## config.mk

```make
export PLATFORM = sky130hd
export DESIGN_NAME = bat_charge_ctrl_flat
export DESIGN_NICKNAME = d
export VERILOG_FILES = /design/src/rtl/bat_charge_if.sv /design/src/rtl/bat_charge_ctrl.sv /design/src/flat_wrapper.sv
export SDC_FILE = /design/constraint.sdc
export NUM_CORES = 1
export LEC_CHECK = 0
export ABC_AREA = 1
export CELL_PAD_IN_SITES_DETAIL_PLACEMENT = 0
export CELL_PAD_IN_SITES_GLOBAL_PLACEMENT = 2
export CORE_UTILIZATION = 28
export DETAILED_ROUTE_END_ITERATION = 10
export PLACE_DENSITY_LB_ADDON = 0.1
export RECOVER_POWER = 25
export SLEW_MARGIN = 40
export SYNTH_ARGS = -nofsm -noshare
export SYNTH_HDL_FRONTEND = slang
export SYNTH_SLANG_ARGS = --single-unit
```

## constraint.sdc

```tcl
create_clock -name clk -period 5.9 [get_ports clk]
set_input_delay 1.18 -clock clk [delete_from_list [all_inputs] [get_ports clk]]
set_output_delay 1.18 -clock clk [all_outputs]
set_load 0.1 [all_outputs]
```

## src/rtl/bat_charge_if.sv

```systemverilog
// Charger sequencer bus: ADC sample inputs toward the controller and
// mode flags / reference codes toward the analog power stage.
interface bat_charge_if #(
    parameter int DW = 8
);
    logic          en;
    logic [3:0]    sel;
    logic          adc_valid;
    logic [DW-1:0] vbat_code;
    logic [DW-1:0] ibat_code;
    logic [DW-1:0] vtbat_code;
    logic          tc;
    logic          cc;
    logic          cv;
    logic          done;
    logic          fault;
    logic [DW-1:0] iref;
    logic [DW-1:0] vref;

    modport master (
        output en, sel, adc_valid, vbat_code, ibat_code, vtbat_code,
        input  tc, cc, cv, done, fault, iref, vref
    );
    modport slave (
        input  en, sel, adc_valid, vbat_code, ibat_code, vtbat_code,
        output tc, cc, cv, done, fault, iref, vref
    );
endinterface

```

## src/rtl/bat_charge_ctrl.sv

```systemverilog
// Li-Po charge sequencer (TC -> CC -> CV -> DONE) driving the analog power stage.
// Optional thermal pause: define TEMP_PROTECT_EN.
module bat_charge_ctrl #(
    parameter int            DW        = 8,
    parameter logic [DW-1:0] VPRESET   = 8'd150,
    parameter logic [DW-1:0] VCUTOFF   = 8'd210,
    parameter logic [DW-1:0] VRECHARGE = 8'd205,
    parameter logic [DW-1:0] ICC_UNIT  = 8'd18,
    parameter logic [19:0]   TCV_MAX   = 20'd600000
`ifdef TEMP_PROTECT_EN
   ,parameter logic [DW-1:0] TEMP_LO   = 8'd60,
    parameter logic [DW-1:0] TEMP_HI   = 8'd200
`endif
) (
    input  logic         clk,
    input  logic         rst,
    bat_charge_if.slave  bus
);

`ifdef TEMP_PROTECT_EN
    typedef enum logic [2:0] {S_IDLE, S_TC, S_CC, S_CV, S_DONE, S_PAUSE} state_t;
`else
    typedef enum logic [2:0] {S_IDLE, S_TC, S_CC, S_CV, S_DONE} state_t;
`endif

    state_t        state_q, state_d;
    logic [3:0]    sel_q, sel_d;
    logic [19:0]   tcv_q, tcv_d, tcv_inc;
    logic          tc_q, tc_d, cc_q, cc_d, cv_q, cv_d, done_q, done_d, fault_q, fault_d;
    logic [DW-1:0] iref_q, iref_d, vref_q, vref_d;
    logic [DW-1:0] icc_now, icc_nxt, icut;

    // Saturating sel*ICC_UNIT; the product needs 4 extra bits before clamping.
    function automatic logic [DW-1:0] icc_of(input logic [3:0] s);
        logic [DW+3:0] p;
        p = {{DW{1'b0}}, s} * {4'd0, ICC_UNIT};
        return (p > {4'd0, {DW{1'b1}}}) ? {DW{1'b1}} : p[DW-1:0];
    endfunction

    assign icc_now = icc_of(sel_q);
    assign icc_nxt = icc_of(sel_d);
    assign icut    = icc_now >> 4;
    // Timeout looks at the post-increment count, so cv stays high exactly TCV_MAX cycles.
    assign tcv_inc = (tcv_q == TCV_MAX) ? tcv_q : tcv_q + 20'd1;

`ifdef TEMP_PROTECT_EN
    logic [1:0] cnt_q, cnt_d;
    logic       temp_bad;
    assign temp_bad = (bus.vtbat_code < TEMP_LO) || (bus.vtbat_code > TEMP_HI);
`else
    logic unused_vtbat;
    assign unused_vtbat = ^bus.vtbat_code;
`endif

    always_ff @(posedge clk or posedge rst) begin
        if (rst) begin
            state_q <= S_IDLE;
            sel_q   <= 4'd1;
            tcv_q   <= '0;
            tc_q    <= 1'b0;
            cc_q    <= 1'b0;
            cv_q    <= 1'b0;
            done_q  <= 1'b0;
            fault_q <= 1'b0;
            iref_q  <= '0;
            vref_q  <= '0;
`ifdef TEMP_PROTECT_EN
            cnt_q   <= '0;
`endif
        end else begin
            state_q <= state_d;
            sel_q   <= sel_d;
            tcv_q   <= tcv_d;
            tc_q    <= tc_d;
            cc_q    <= cc_d;
            cv_q    <= cv_d;
            done_q  <= done_d;
            fault_q <= fault_d;
            iref_q  <= iref_d;
            vref_q  <= vref_d;
`ifdef TEMP_PROTECT_EN
            cnt_q   <= cnt_d;
`endif
        end
    end

    always_comb begin
        state_d = state_q;
        sel_d   = sel_q;
        tcv_d   = '0;
`ifdef TEMP_PROTECT_EN
        cnt_d   = cnt_q;
`endif
        if (!bus.en) begin
            state_d = S_IDLE;
        end else if (bus.adc_valid) begin
`ifdef TEMP_PROTECT_EN
            if (temp_bad && state_q != S_IDLE && state_q != S_PAUSE) begin
                state_d = S_PAUSE;
                cnt_d   = '0;
            end else
`endif
            case (state_q)
                S_IDLE: begin
                    sel_d = (bus.sel == 4'd0) ? 4'd1 : bus.sel;
                    if (bus.vbat_code < VPRESET)        state_d = S_TC;
                    else if (bus.vbat_code < VRECHARGE) state_d = S_CC;
                    else                                state_d = S_DONE;
                end
                S_TC:   if (bus.vbat_code >= VPRESET) state_d = S_CC;
                S_CC:   if (bus.vbat_code >= VCUTOFF) state_d = S_CV;
                S_CV:   if (bus.ibat_code < icut || tcv_inc == TCV_MAX) state_d = S_DONE;
                S_DONE: if (bus.vbat_code < VRECHARGE) state_d = S_CC;
`ifdef TEMP_PROTECT_EN
                S_PAUSE: begin
                    if (temp_bad) cnt_d = '0;
                    else if (cnt_q == 2'd3) begin
                        state_d = S_IDLE;
                        cnt_d   = '0;
                    end else cnt_d = cnt_q + 2'd1;
                end
`endif
                default: state_d = S_IDLE;
            endcase
        end
        if (state_q == S_CV && state_d == S_CV) tcv_d = tcv_inc;
    end

    // Outputs decoded from the next state so the registered copies land with latency 1.
    always_comb begin
        tc_d    = (state_d == S_TC);
        cc_d    = (state_d == S_CC);
        cv_d    = (state_d == S_CV);
        done_d  = (state_d == S_DONE);
        fault_d = 1'b0;
        iref_d  = '0;
        vref_d  = '0;
        case (state_d)
            S_TC: begin
                iref_d = icc_nxt >> 3;
                vref_d = VCUTOFF;
            end
            S_CC, S_CV: begin
                iref_d = icc_nxt;
                vref_d = VCUTOFF;
            end
`ifdef TEMP_PROTECT_EN
            S_PAUSE: fault_d = 1'b1;
`endif
            default: ;
        endcase
    end

    assign bus.tc    = tc_q;
    assign bus.cc    = cc_q;
    assign bus.cv    = cv_q;
    assign bus.done  = done_q;
    assign bus.fault = fault_q;
    assign bus.iref  = iref_q;
    assign bus.vref  = vref_q;

endmodule

```

## src/flat_wrapper.sv

```systemverilog
// flat-port wrapper written by rule: the top's interface ports become plain ports
module bat_charge_ctrl_flat 
#(
    parameter int            DW        = 8,
    parameter logic [DW-1:0] VPRESET   = 8'd150,
    parameter logic [DW-1:0] VCUTOFF   = 8'd210,
    parameter logic [DW-1:0] VRECHARGE = 8'd205,
    parameter logic [DW-1:0] ICC_UNIT  = 8'd18,
    parameter logic [19:0]   TCV_MAX   = 20'd600000

)
  (clk, rst, bus_en, bus_sel, bus_adc_valid, bus_vbat_code, bus_ibat_code, bus_vtbat_code, bus_tc, bus_cc, bus_cv, bus_done, bus_fault, bus_iref, bus_vref);
  bat_charge_if #(.DW(DW)) bus_i ();
  input  logic clk;
  input  logic rst;
  input wire logic [$bits(bus_i.en)-1:0] bus_en;
  input wire logic [$bits(bus_i.sel)-1:0] bus_sel;
  input wire logic [$bits(bus_i.adc_valid)-1:0] bus_adc_valid;
  input wire logic [$bits(bus_i.vbat_code)-1:0] bus_vbat_code;
  input wire logic [$bits(bus_i.ibat_code)-1:0] bus_ibat_code;
  input wire logic [$bits(bus_i.vtbat_code)-1:0] bus_vtbat_code;
  output wire logic [$bits(bus_i.tc)-1:0] bus_tc;
  output wire logic [$bits(bus_i.cc)-1:0] bus_cc;
  output wire logic [$bits(bus_i.cv)-1:0] bus_cv;
  output wire logic [$bits(bus_i.done)-1:0] bus_done;
  output wire logic [$bits(bus_i.fault)-1:0] bus_fault;
  output wire logic [$bits(bus_i.iref)-1:0] bus_iref;
  output wire logic [$bits(bus_i.vref)-1:0] bus_vref;
  assign bus_i.en = bus_en;
  assign bus_i.sel = bus_sel;
  assign bus_i.adc_valid = bus_adc_valid;
  assign bus_i.vbat_code = bus_vbat_code;
  assign bus_i.ibat_code = bus_ibat_code;
  assign bus_i.vtbat_code = bus_vtbat_code;
  assign bus_tc = bus_i.tc;
  assign bus_cc = bus_i.cc;
  assign bus_cv = bus_i.cv;
  assign bus_done = bus_i.done;
  assign bus_fault = bus_i.fault;
  assign bus_iref = bus_i.iref;
  assign bus_vref = bus_i.vref;
  bat_charge_ctrl #(.DW(DW), .VPRESET(VPRESET), .VCUTOFF(VCUTOFF), .VRECHARGE(VRECHARGE), .ICC_UNIT(ICC_UNIT), .TCV_MAX(TCV_MAX)) u_core (.clk(clk), .rst(rst), .bus(bus_i));
endmodule
```

==> impl_metrics.csv, run 1 <==
group,metric,value,unit
clocking,clock_sinks,40,
routing,antenna_left,0,
grt,grt_max_degree,41,
timing,finalHoldViolations,0,
die,io_pins,53,
setup_path,crit_slowest_cell,"nor3_1",
setup_path,required,6.09,ns
timing,period_share,0.662,
clocking,numCtsBuffers,5,
setup_path,end_kind,"flip-flop",
logic_synthesis,synth_edf_count,0,
die,die_x,100,um
routing,vias_per_cell,4.31,
setup_path,worstPathArrival,4.09,ns
logic_synthesis,synth_seq_cells,40,
logic_synthesis,seq_area_frac_synth,0.371,
routing,drc_errors,0,
placement,globalplace.congestion,0.785,
timing,rsz0062_at_grt,"no",
timing,tns,0,ns
grt,antenna_found_initial,0,
run,cap_violations,1,
setup_path,slowest_delay,0.54,ns
clocking,postCtsResizedCells,0,
routing,routed_wl,6710,um
timing,slew_viol_final,41,
finish,antenna_cells,0,
logic_synthesis,netlist_instances,362,
logic_synthesis,synth.cell_area,2700,um^2
grt,grt_pass1_wl,11300,um
clocking,path_clk_slew,0.10,ns
routing,wire_per_inst,12.6,um
finish,instances_no_fill,533,
placement,pre_cts_slack,1.66,ns
grt,overflow,0,
timing,setup_viol,0,
logic_synthesis,synth-main-ff-cell,"dfrtp_1",
setup_path,regToRegStartpoint,"u_core.sel_q[3]$_DFF_PP0_",
routing,drt_iter0_drc,84,
setup_path,critPathBufInv,6,
clocking,clkLatencyLatePin,0.30,ns
setup_path,critPathTopFamily,"simple AND/OR/NAND/NOR gates",
setup_path,crit_chain,"clkdlybuf4s50_1 -> inv_1 -> nor3_1 -> inv_1 -> o21ai_0 -> inv_1 -> ha_1 -> ha_1 -> inv_1 -> nor2_1 -> inv_1 -> nor2_1 -> or2_2 -> nand2_1 -> nand2_1",
setup_path,cp_max_fo,7,
timing,skew,0.0141,ns
timing,period_minus_slack,3.91,ns
die,dieHeight,100,um
clocking,cts_root_buf,"clkbuf_8",
timing,worst_pin_slew,2.27,ns
finish,drive_above_1_share,0.193,
logic_synthesis,yosys_warnings,0,
timing,fmax,256,MHz
clocking,cts_tree,"yes",
pwr,finalPower,0.834,mW
finish,final_util,0.347,
pwr,ir_drop,0.0000990,V
clocking,clock_tree.buffer_depth,2,
setup_path,cp_common_cell,"inv_1",
routing,routed-via-count,2299,
min_path,worst_hold_startpoint,"u_core.tcv_q[19]$_DFF_PP0_",
logic_synthesis,syn_area_per_cell,7.46,um^2
logic_synthesis,ys_types,30,
grt,grt_usage,0.146,
finish,num-nets-final,445,
setup_path,rrSetupSlack,2.80,ns
clocking,cts_max_level,2,
status,outcome,"finished, violations left",
placement,placed_area,3110,um^2
grt,first_global_vias,2282,
setup_path,startpoint,"bus_adc_valid",
min_path,hold_path_class,"flip-flop to flip-flop",
placement,portBuffers,39,
die,core_area,9280,um^2
timing,fin_ws,1.99,ns
status,violations,"capacitance limit, slew limit",
placement,dp_cells,525,
clocking,cts_setup_buffers,0,
timing,slew_headroom,-0.511,
die,dieArea,10000,um^2
finish,final_cell_area,3220,um^2
die,num_rows,35,
clocking,cts_hold_buf,0,
finish,area_delta_synth_final,19.4,%
logic_synthesis,synthArstFlopShare,1.00,
timing,hold-worst-slack,0.638,ns
die,initial_core_util,0.291,
setup_path,start_kind,"primary input",
setup_path,worst-setup-path-type,"primary input to flip-flop",
routing,drt_pass1_iterations,4,
pwr,power_leakage,1.42,nW
pwr,pwr_density_cell,259,nW/um^2
placement,post-dp-hpwl,5280,um
[placed cells by master (no fill, tap or decap), types with 3 or more instances in the layout]
master,synthesis,final
nor2_2,24,24
nand3_2,3,3
nand2_2,7,7
dfrtp_1,39,39
nor2_4,9,9
a21oi_1,11,11
inv_1,46,46
conb_1,1,5
ha_1,10,10
buf_2,0,16
xor2_1,6,6
nand2_4,3,3
or2_2,3,3
clkdlybuf4s50_1,0,22
o21ai_0,9,9
nand2_1,80,80
nand3_1,27,27
clkbuf_8,0,5
nand4_1,10,10
nor3_1,10,10
nor2_1,39,39
inv_2,4,4
[logic make-up after synthesis]
group / after synthesis / synth area share
AND/OR/NAND/NOR: 219 / 0.407
XOR/XNOR: 8 / 0.0260
adder cells (fa/ha/maj): 10 / 0.0464
other: 1 / 0.00139
flip-flops: 40 / 0.371
AO/OA/AOI/OAI: 24 / 0.0478
buffers and inverters: 60 / 0.100
[final cells by class]
type / count / area [um^2]
Sequential cell: 40 / 1000
Clock buffer: 5 / 68.8
Clock inverter: 3 / 47.5
Fill cell: 1047 / 6060
Timing Repair Buffer: 40 / 314
Inverter: 50 / 188
Multi-Input combinational cell: 266 / 1440
Tap cell: 129 / 161
[layer usage]
| layer | wire length [um] | GRT usage | part of all wire |
|---|---|---|---|
| met4 | 80 | 0.0334 | 0.012 |
| met5 | 0 | 0 | 0 |
| met3 | 170 | 0.0223 | 0.025 |
| met2 | 3330 | 0.261 | 0.50 |
| met1 | 3120 | 0.184 | 0.47 |
[registers in the layout, indices dropped and copies added (netlist names)]
| register | count |
|---|---|
| u_core.state_q | 3 |
| u_core.bus.cv | 1 |
| u_core.bus.tc | 1 |
| u_core.tcv_q | 20 |
| u_core.bus.iref | 8 |
| u_core.sel_q | 4 |
| u_core.bus.cc | 1 |
| u_core.bus.done | 1 |
| u_core.bus.vref | 1 |
[power by group]
part           switching (mW)  internal [mW]
Combinational           0.217         0.0721
Clock                   0.111          0.128
Sequential             0.0119          0.295
Total                   0.339          0.495
[synth_stat cells, types with 2 or more instances]
| cell type | n | area (um^2) |
|---|---|---|
| nand2_1 | 80 | 300 |
| inv_1 | 46 | 173 |
| dfrtp_1 | 39 | 976 |
| nor2_1 | 39 | 146 |
| nand3_1 | 27 | 135 |
| nor2_2 | 24 | 150 |
| a21oi_1 | 11 | 55.1 |
| ha_1 | 10 | 125 |
| nand4_1 | 10 | 62.6 |
| nor3_1 | 10 | 50.1 |
| nor2_4 | 9 | 101 |
| o21ai_0 | 9 | 45.0 |
| buf_4 | 8 | 60.1 |
| nand2_2 | 7 | 43.8 |
| xor2_1 | 6 | 52.6 |
| inv_2 | 4 | 15.0 |
| nand2_4 | 3 | 33.8 |
| nand3_2 | 3 | 30.0 |
| or2_2 | 3 | 18.8 |
| buf_6 | 2 | 22.5 |
| nor4_1 | 2 | 12.5 |
| xnor2_1 | 2 | 17.5 |
[worst min-delay path, cell delays in order (launching register included)]
cell     delay (ns)
dfrtp_1        0.38
nand3_1        0.08
nand2_1        0.11
nor2_2         0.04
[worst paths after layout]
kind,end,depth (start not counted)
worst min register to register,u_core.tcv_q[19]$_DFF_PP0_,3
min in group asynchronous,u_core.bus.iref[5]$_DFF_PP0_,3
worst max-delay path,u_core.bus.iref[4]$_DFF_PP0_,15
max in group asynchronous,u_core.tcv_q[1]$_DFF_PP0_,3
worst max register to register,u_core.tcv_q[4]$_DFF_PP0_,14
worst min-delay path,u_core.tcv_q[19]$_DFF_PP0_,3
(Power assumes the default switching activity.)
==> inputs of run 2 (changes only) <==
Settings changed: CORE_UTILIZATION 28 to 26.
Clock period 5.9 ns to 3.3 ns, I/O delays scaled along.
==> run 2 against run 1 <==
The flow now finishes without violations. Largest cell class unchanged. Cell area up 2.9%. Utilization fell by 1.2 points. First-iteration DRC count is 13% lower. Combinational power up 87%. Sequential power up 80%. Global-route usage decreased by 0.54 points. Critical path depth up 1. Sequential cell count did not move. Final cell count increased by 1.5%. Clock-buffer cell count up 1. Hold slack worse by 0.024 ns.
==> impl_metrics.csv, run 2 (synthesized netlist as in run 1, its figures left out) <==
group,metric,value,unit
clocking,clock_sinks,40,
pwr,finalPower,1.53,mW
timing,slew_viol_final,0,
routing,drc_errors,0,
setup_path,worst-setup-path-type,"primary input to flip-flop",
grt,grt_pass1_wl,11900,um
pwr,pwr_density_cell,462,nW/um^2
clocking,cts_setup_buffers,0,
placement,globalplace.congestion,0.750,
finish,antenna_cells,0,
finish,drive_above_1_share,0.203,
grt,grt_usage,0.140,
die,dieArea,10800,um^2
routing,drt_pass1_iterations,4,
placement,portBuffers,39,
setup_path,start_kind,"primary input",
timing,worst_pin_slew,1.04,ns
setup_path,crit_slowest_cell,"clkdlybuf4s50_1",
finish,final_util,0.335,
setup_path,slowest_delay,0.53,ns
grt,overflow,0,
setup_path,critPathTopFamily,"buffers and inverters",
die,core_area,9910,um^2
clocking,clkLatencyLatePin,0.30,ns
setup_path,cp_max_fo,7,
run,cap_violations,0,
finish,register_area,1000,um^2
finish,num-nets-final,449,
finish,regMostFlops,"u_core.tcv_q",
timing,rsz0062_at_grt,"no",
pwr,power_leakage,1.46,nW
finish,final_cell_mix,"nand2_1 (80), inv_1 (46), nor2_1 (39), dfrtp_1 (39), nand3_1 (27)",
clocking,path_clk_slew,0.08,ns
grt,grt_max_degree,41,
pwr,ir_drop,0.000230,V
setup_path,required,3.49,ns
routing,wire_per_inst,12.7,um
status,outcome,"completed",
routing,routed_wl,6890,um
timing,tns,0,ns
timing,finalHoldViolations,0,
setup_path,end_kind,"flip-flop",
setup_path,cp_common_cell,"inv_1",
routing,drt_iter0_drc,73,
setup_path,worstPathArrival,3.05,ns
clocking,cts_tree,"yes",
routing,vias_per_cell,4.26,
routing,antenna_left,0,
finish,final_common_cell,"nand2_1",
timing,fmax,350,MHz
finish,instances_no_fill,541,
timing,slew_headroom,0.306,
die,num_rows,36,
finish,fillCellCount,1078,
finish,multi_input_area,1440,um^2
die,dieHeight,104,um
timing,period_share,0.866,
die,die_x,104,um
setup_path,critPathBufInv,7,
finish,area_delta_synth_final,22.9,%
timing,skew,0.00366,ns
clocking,cts_root_buf,"clkbuf_8",
clocking,clock_tree.buffer_depth,2,
clocking,numCtsBuffers,5,
die,initial_core_util,0.272,
timing,setup_viol,0,
finish,largest_reg_flops,20,
clocking,postCtsResizedCells,0,
grt,antenna_found_initial,0,
placement,dp_cells,533,
placement,post-dp-hpwl,5400,um
die,io_pins,53,
clocking,cts_max_level,2,
timing,period_minus_slack,2.86,ns
routing,routed-via-count,2306,
min_path,hold_path_class,"flip-flop to flip-flop",
clocking,cts_hold_buf,0,
setup_path,crit_chain,"clkdlybuf4s50_1 -> inv_1 -> nor3_1 -> buf_4 -> inv_1 -> o21ai_0 -> inv_1 -> ha_1 -> ha_1 -> inv_1 -> nor2_1 -> inv_1 -> nor2_1 -> or2_2 -> nand4_1 -> nand2_1",
grt,first_global_vias,2414,
run 2: metal layers:
metal,share of wire,vias up,GRT usage
li1,-,1227,-
met1,0.47,1042,0.179
met2,0.50,33,0.247
met3,0.021,4,0.0219
met4,0.0086,0,0.0337
met5,0,-,0
run 2: power breakdown:
| part | internal (mW) | total, mW | switching, mW |
|---|---|---|---|
| Sequential | 0.528 | 0.554 | 0.0253 |
| Clock | 0.248 | 0.437 | 0.189 |
| Combinational | 0.153 | 0.541 | 0.388 |
run 2: final timing paths:
path,endpoint,depth (start not counted),slack (ns),startpoint
worst max-delay path,u_core.bus.iref[1]$_DFF_PP0_,16,0.44,bus_adc_valid
worst min-delay path,u_core.sel_q[1]$_DFF_PP0_,2,0.61,u_core.sel_q[1]$_DFF_PP0_
worst max register to register,u_core.tcv_q[11]$_DFF_PP0_,19,0.60,u_core.tcv_q[0]$_DFF_PP0_
worst min register to register,u_core.sel_q[1]$_DFF_PP0_,2,0.61,u_core.sel_q[1]$_DFF_PP0_
max in group asynchronous,u_core.bus.cv$_DFF_PP0_,3,1.53,rst
min in group asynchronous,u_core.bus.iref[2]$_DFF_PP0_,3,1.14,rst
run 2: worst min-delay path, delay by kind of cell, from the launching register on:
family | cells | cell delay, ns
compound gates | 1 | 0.12
buf+inv | 1 | 0.09
flops | 1 | 0.37
run 2: area by class of cell:
cell class | instances | area share
Multi-Input combinational cell | 266 | 0.435
Clock buffer | 6 | 0.0249
Timing Repair Buffer | 44 | 0.120
Clock inverter | 2 | 0.0117
Inverter | 50 | 0.0566
Tap cell | 133 | 0.0502
Sequential cell | 40 | 0.302
run 2: metrics by stage:
step / area [um^2] / worst slack, ns / hold WS [ns]
after floorplan: 2710 / 0.591 / 0.530
after CTS: 3320 / 0.439 / 0.630
after global placement: 3200 / 0.148 / 0.623
after detailed placement: 3200 / 0.129 / 0.614
after global routing: 3320 / 0.198 / 0.680
final: 3320 / 0.443 / 0.614
